[config.mk]
export PLATFORM = sky130hd
export DESIGN_NAME = mem_arbiter
export DESIGN_NICKNAME = d
export VERILOG_FILES = /design/src/rtl/mem_arbiter.sv
export SDC_FILE = /design/constraint.sdc
export NUM_CORES = 1
export LEC_CHECK = 0
export BUFFER_PORTS_ARGS = -buffer_cell sky130_fd_sc_hd__buf_2
export CELL_PAD_IN_SITES_DETAIL_PLACEMENT = 0
export CELL_PAD_IN_SITES_GLOBAL_PLACEMENT = 1
export CORE_MARGIN = 10
export CORE_UTILIZATION = 35
export DETAILED_ROUTE_END_ITERATION = 6
export GPL_ROUTABILITY_DRIVEN = 1
export GPL_TIMING_DRIVEN = 0
export PLACE_DENSITY = 0.9
export REMOVE_ABC_BUFFERS = 1
export SKIP_LAST_GASP = 1
export SLEW_MARGIN = 25
export SYNTH_ARGS = -nofsm -noshare
export SYNTH_HDL_FRONTEND = slang
export SYNTH_SLANG_ARGS = --single-unit
[constraint.sdc]
create_clock -name CLK -period 5 [get_ports CLK]
set_input_delay 1.25 -clock CLK [delete_from_list [all_inputs] [get_ports CLK]]
set_output_delay 1.25 -clock CLK [all_outputs]
set_load 0.01 [all_outputs]
[src/rtl/mem_arbiter.sv]
// rtl/mem_arbiter.sv - two-port (instruction/data) arbiter in front of a single RAM
//
// Purpose:
//   Serialises instruction fetches and data reads/writes onto one RAM port.
//   Data requests win by default. An instruction fetch that has been waiting
//   through STARVE_MAX data grants gets the next grant. Every access is
//   bounded by TIMEOUT wait cycles. A RAM error, a timeout, or a read+write
//   data request sets the sticky memerr flag.
//
// Ports:
//   CLK, RST            clock, synchronous active-high reset
//   iREN, iaddr         instruction read request (held until ihit) and address
//   dREN, dWEN          data read/write request (held until dhit)
//   daddr, dstore       data address and write value
//   ramload, ramstate   RAM read data and status (FREE/BUSY/ACCESS/ERROR)
//   ihit, iload         instruction completion pulse and fetched word
//   dhit, dload         data completion pulse and loaded word
//   ramREN, ramWEN      RAM read/write strobes
//   ramaddr, ramstore   RAM address and write data
//   memerr              sticky error flag

module mem_arbiter #(
    parameter int STARVE_MAX = 4,
    parameter int TIMEOUT    = 15
) (
    input  logic        CLK,
    input  logic        RST,
    input  logic        iREN,
    input  logic [31:0] iaddr,
    input  logic        dREN,
    input  logic        dWEN,
    input  logic [31:0] daddr,
    input  logic [31:0] dstore,
    input  logic [31:0] ramload,
    input  logic [1:0]  ramstate,
    output logic        ihit,
    output logic [31:0] iload,
    output logic        dhit,
    output logic [31:0] dload,
    output logic        ramREN,
    output logic        ramWEN,
    output logic [31:0] ramaddr,
    output logic [31:0] ramstore,
    output logic        memerr
);

    typedef enum logic [1:0] {
        IDLE = 2'd0,
        IACC = 2'd1,
        DACC = 2'd2,
        DONE = 2'd3
    } state_t;

    localparam logic [1:0] RAM_ACCESS = 2'd2;
    localparam logic [1:0] RAM_ERROR  = 2'd3;
    localparam logic [2:0] STARVE_LIM = 3'(STARVE_MAX);
    localparam logic [3:0] WAIT_LIM   = 4'(TIMEOUT);

    state_t      state_q, state_d;
    logic [31:0] addr_q, addr_d;
    logic [31:0] store_q, store_d;
    logic        wr_q, wr_d;        // latched access type of the data grant
    logic        is_data_q, is_data_d; // which port DONE reports to
    logic [31:0] iload_q, iload_d;
    logic [31:0] dload_q, dload_d;
    logic        memerr_q, memerr_d;
    logic [2:0]  starve_q, starve_d;
    logic [3:0]  wait_q, wait_d;

    logic        data_req;
    logic        grant_instr;

    always_comb begin
        state_d   = state_q;
        addr_d    = addr_q;
        store_d   = store_q;
        wr_d      = wr_q;
        is_data_d = is_data_q;
        iload_d   = iload_q;
        dload_d   = dload_q;
        memerr_d  = memerr_q;
        starve_d  = starve_q;
        wait_d    = wait_q;

        data_req    = dREN | dWEN;
        // The starved fetch overrides a pending data request; otherwise a
        // fetch is only granted when the data port is quiet.
        grant_instr = iREN && (!data_req || (starve_q == STARVE_LIM));

        case (state_q)
            IDLE: begin
                if (!iREN) begin
                    starve_d = 3'd0;
                end
                if (grant_instr) begin
                    state_d   = IACC;
                    addr_d    = iaddr;
                    wr_d      = 1'b0;
                    is_data_d = 1'b0;
                    wait_d    = 4'd0;
                    starve_d  = 3'd0;
                end else if (data_req) begin
                    state_d   = DACC;
                    addr_d    = daddr;
                    store_d   = dstore;
                    // A simultaneous read+write is resolved as a write and
                    // flagged as an error.
                    wr_d      = dWEN;
                    is_data_d = 1'b1;
                    wait_d    = 4'd0;
                    if (dREN && dWEN) begin
                        memerr_d = 1'b1;
                    end
                    if (iREN && (starve_q < STARVE_LIM)) begin
                        starve_d = starve_q + 3'd1;
                    end
                end
            end

            IACC, DACC: begin
                if (ramstate == RAM_ACCESS) begin
                    if (state_q == DACC) begin
                        dload_d = ramload;
                    end else begin
                        iload_d = ramload;
                    end
                    state_d = DONE;
                end else if (ramstate == RAM_ERROR) begin
                    // Abort without a hit; the requester still holds its
                    // request, so it is simply retried from IDLE.
                    memerr_d = 1'b1;
                    state_d  = IDLE;
                end else begin
                    wait_d = wait_q + 4'd1;
                    if ((wait_q + 4'd1) == WAIT_LIM) begin
                        memerr_d = 1'b1;
                        state_d  = IDLE;
                    end
                end
            end

            DONE: begin
                // Requests are deliberately not sampled here so a request
                // still held during its own hit cycle is not granted twice.
                state_d = IDLE;
            end

            default: begin
                state_d = IDLE;
            end
        endcase
    end

    always_ff @(posedge CLK) begin
        if (RST) begin
            state_q   <= IDLE;
            addr_q    <= 32'd0;
            store_q   <= 32'd0;
            wr_q      <= 1'b0;
            is_data_q <= 1'b0;
            iload_q   <= 32'd0;
            dload_q   <= 32'd0;
            memerr_q  <= 1'b0;
            starve_q  <= 3'd0;
            wait_q    <= 4'd0;
        end else begin
            state_q   <= state_d;
            addr_q    <= addr_d;
            store_q   <= store_d;
            wr_q      <= wr_d;
            is_data_q <= is_data_d;
            iload_q   <= iload_d;
            dload_q   <= dload_d;
            memerr_q  <= memerr_d;
            starve_q  <= starve_d;
            wait_q    <= wait_d;
        end
    end

    // RAM side is driven purely from state and latched request fields.
    assign ramREN   = (state_q == IACC) || ((state_q == DACC) && !wr_q);
    assign ramWEN   = (state_q == DACC) && wr_q;
    assign ramaddr  = addr_q;
    assign ramstore = store_q;

    assign ihit   = (state_q == DONE) && !is_data_q;
    assign dhit   = (state_q == DONE) && is_data_q;
    assign iload  = iload_q;
    assign dload  = dload_q;
    assign memerr = memerr_q;

endmodule

After elaboration in Yosys (flattened, before gate mapping)
Cells that the tools add are included.

cells by class
  equality and inequality tests = 15
  $lt $le $gt $ge = 1
  mux-type cells = 28
  reductions and logical operators = 23
  bitwise gates (word level) = 3
  add/subtract/negate cells = 2

operator list
  kind                                                                    number
  32-bit 2-to-1 mux                                                       2
  4-bit 2-to-1 mux                                                        4
  3-bit 2-to-1 mux                                                        4
  1-bit 2-to-1 mux                                                        10
  2-bit 2-to-1 mux                                                        5
  2-bit != test (second input constant)                                   5
  3-bit AND reduction                                                     3
  2-bit equality test (second input constant)                             4
  4-bit one-hot mux with 2 select lines                                   1
  1-bit logical AND                                                       7
  3-bit != test (second input constant)                                   2
  2-bit one-hot mux with 3 select lines                                   1
  6-bit AND reduction                                                     1
  4-bit by 1-bit adder with 4-bit output (second input constant)          1
  4-bit equality test (second input constant)                             1
  4-bit != test (second input constant)                                   1
  2-bit AND reduction                                                     2
  4-bit AND reduction                                                     1
  2-bit nonzero test                                                      2
  3-bit by 1-bit adder with 3-bit output (second input constant)          1
  3-bit equality test (second input constant)                             1
  1-bit zero test                                                         3
  3-bit < comparator (second input constant)                              1
  2-bit by 1-bit equality test with 1-bit output (second input constant)  1
  6 further kinds                                                         8

word-level totals
  flip-flop bits (word level) = 140
  bits of input ports = 135
  output and inout port bits = 133
  word-level logic and storage cells = 82

Depth between registers and ports, before layout
  depth after elaboration = 6
  gate-level depth with buffers = 10
  depth with buffers taken out = 7

Worst setup path before layout
Ideal clock, no wire load.

  kind = input port to flip-flop
  start = in ramstate[1]
  end = reg iload_q[2], in the netlist iload[2]
  path slack = 2.775 ns
  buffers on the path = 1
  cell stages on the path = 6
  data required time = 4.930 ns
  library setup time = 0.070 ns
  arrival = 2.154 ns
  path through = inv_1 -> or3_1 -> nor2_2 -> buf_2 -> nand2_1 -> a21oi_1

on the way
  word-level cells in the longest chain between the ends = 2

RTL lines
  element                        RTL line  source
  start: declaration             35        input logic [1:0] ramstate,
  2-bit equality test            121       if (ramstate == RAM_ACCESS) begin
  3-bit AND reduction (no line)  --
  end signal: assignment         172       iload_q <= iload_d;
  end: declaration               64        logic [31:0] iload_q, iload_d;

No other way between the ends.
A chain may end at the register's enable or synchronous reset.

Worst setup path in the final report
  start = reg state_q[0]
  end = out ramREN

on the way
  word-level cells in the longest chain between the ends = 3
  elaborated cells on any way between the ends = 4
  those cells by class = eq/ne (2); reduce/logical (2)

RTL lines
  element                   RTL line  source
  start: declaration        59        state_t state_q, state_d;
  start signal: assignment  167       state_q <= state_d;
  2-bit equality test       181       assign ramREN = (state_q == IACC) || ((state_q == DACC) && !wr_q);
  1-bit logical AND         181
  1-bit logical OR *        181
  end: declaration          40        output logic ramREN,

Every way passes the cells marked *; elsewhere a longest branch is shown, timed or not.

==> qor.txt <==
Status - finished clean
Max Fclk - 364 MHz
Final setup fails - 0
Grt ovf - 0
CTS max path bufs - 2
Clock Sinks - 140
Cell count after synthesis - 662
Layout area overhead - 39.3%
Most common cell after layout, fill and taps aside - buf_2
Synth top area share - 0.509
Worst setup margin - 2.25 ns
Syn Area/Cell - 8.33 µm²
Reg2Reg Depth - 7
DR iter-0 viols - 202
I/O Buffers - 267
R2R Setup Slk - 2.50 ns
Critical path's largest stage delay - 0.36 ns
Layout Nets - 1047
CP Cell Sequence - inv_1 > ha_1 > a21o_1 > buf_2
Placed cells - 1096
Overall routing resource usage - 0.162
Setup repair after global routing missed its margin - false
Chip Width - 145 µm
H-tree levels - 4
Mapped cell area - 5510 µm²
Most frequent cells in the layout - buf_2 (266), nand2_1 (200), dfxtp_1 (140)
Sw frac - 0.323
Full die area - 21200 µm²
Max-slew violations - 0
Vias - 5258
Top post-synthesis cells by area - dfxtp_1 (51%), nand2_1 (14%), a21oi_1 (9.1%)
TritonCTS Buffers - 17
Antenna violations before repair - 2
Final GP Congestion - 0.769
Post-route clock period utilization - 0.550
PD cells - 527 nW/µm²
# IOs - 268
# fillers - 1535
Initial Util - 0.360
CP Launch Type - flip-flop
Sequential group share of total power - 0.355
Critical Path AT - 1.50 ns
HPWL Detailed - 13.1 mm
Leakage - 0.00368 µW
CTS Root Cell - clkbuf_16
Clk_lat worst skew - 0.41 ns
Post-CTS sizing - 0
CP endpoint kind - output pin
RR Endpoint - iload[20]
Clock power frac - 0.353
Buf/Inv on CP - 2
Layout cells sized above 1 - 0.342
Synthesis Warnings - 0
Top cell type by total area after synthesis - dfxtp_1
#FFs+latches synth - 140
Setup Skew - 0.00752 ns
Die Ht - 145 µm
Final ANT Viol Nets - 0
Psw - 1310 µW
Fin Hold WS - 0.450 ns
R2R Path Start - state_q[0]
Cell internal pwr - 2740 µW
DP Worst Slack - 1.94 ns
CP top delay family - flip-flops
FP Rows - 45
Core box area - 15300 µm²
Slowest-stage cell, CP - dfxtp_1
CP Class - flip-flop to output pin
Hold endpoint - iload[3]
ANT cells - 0
Post-route minimum period - 2.75 ns
Global-route wire length before repair - 27.8 mm
Vias in the first global route - 5198
CTS tree - yes
Fin. Hold Viols - 0
TNS Setup - 0 ns
Hold depth - 2
Synth unique cells - 41
Largest net degree at the start of global routing - 85
Final WL - 17.6 mm
Combinational power share - 0.292
Hold Buf Count CTS - 0
Hold Startpoint - iload[3]
Non-filler cells, final - 1128
Slew @ Worst Pin - 0.911 ns
Post-CTS setup buffers - 0
Hold crit path type - flip-flop to flip-flop
VDD IR max - 0.243 mV
Clock Pin Slew Worst Setup and Hold Paths - 0.06 ns
Worst EP required - 3.75 ns
MaxCap Viol Count - 0
Max-slew headroom at the worst pin - 0.390
Drt first pass iters - 6
Crit path max fanout - 6
Post-synthesis sequential area ratio - 0.509
Via/cell ratio - 4.66
WL/cell - 15.6 µm
DRC - 0
[power groups by stage]
stage               logic [µW]  registers (µW)  clock network (µW)
floorplan                  571            1550                   0
global placement          1150            1450                   0
detailed placement        1200            1460                   0
CTS                       1200            1440                1460
global route              1330            1460                1510
finish                    1180            1440                1430
[registers in the layout, summed over array words and instances, names as in the netlist]
register,cells
dload,32
iload,32
ramaddr,32
ramstore,32
wait_q,4
starve_q,3
state_q,2
is_data_q,1
memerr,1
wr_q,1
[cell usage after synthesis, drive strengths merged]
master and number:
a211o 1, a211oi 33, a21o 1, a21oi 100
a22o 1, a22oi 2, a31o 1, a31oi 1
a32oi 2, and2 3, and3 1, buf 23
clkbuf 24, dfxtp 140, ha 8, inv 12
mux2 1, mux2i 34, nand2 202, nand2b 1
nand3 3, nor2 46, nor2b 3, nor3 3
nor4b 1, o211a 1, o211ai 4, o21ai 6
o2bb2ai 1, o31ai 1, o41a 1, or3 1
[cells by family after synthesis]
group                    share of synthesized area
AND/OR/NAND/NOR                              0.190
AO/OA/AOI/OAI                                0.171
flip-flops                                   0.509
buffers and inverters                       0.0484
multiplexers                                0.0638
adder cells (fa/ha/maj)                     0.0182
[final cells by class]
class | count | area, µm² | share of cell area
sequential | 140 | 2800 | 0.365
multi-input combinational | 463 | 2470 | 0.322
timing repair buffer | 270 | 1430 | 0.186
clock buffer | 19 | 433 | 0.0564
tap | 211 | 264 | 0.0344
clock inverter | 13 | 236 | 0.0308
inverter | 12 | 45.0 | 0.00587
[per-layer routing]
layer	part of all wire	vias to the layer above	GRT usage
li1	-	2702	-
met1	0.46	2317	0.202
met4	0.016	4	0.0602
met3	0.11	19	0.0804
met2	0.42	216	0.234
met5	0.0014	-	0
[worst register-to-register path: stages, from the launching register on]
cell and delay [ns]:
dfxtp_1 0.36, inv_1 0.09, ha_1 0.48, inv_2 0.10, or3_1 0.38, nor2_4 0.65
nand2_1 0.22, a21oi_1 0.15
[how the worst max path moves through the flow]
stage	startpoint	end	slack, ns	depth (start not counted)
3_5_place_dp	ramstate[1]	iload[3]	1.94	6
4_1_cts	state_q[0]	ramREN	2.22	4
5_1_grt	state_q[0]	ramREN	2.16	4
2_1_floorplan	iREN	is_data_q	1.29	4
3_3_place_gp	dWEN	ramaddr[28]	0.02	4
6_report	state_q[0]	ramREN	2.25	4
[metrics by stage]
stage / total power (µW) / util / cell area [µm²]
2_1_floorplan: 2130 / - / 5290
3_3_place_gp: 2590 / 0.450 / 6890
3_5_place_dp: 2660 / 0.458 / 7010
4_1_cts: 4110 / 0.501 / 7680
5_1_grt: 4310 / 0.501 / 7680
6_report: 4040 / 0.501 / 7680
Power figures use the tool's default switching activity.
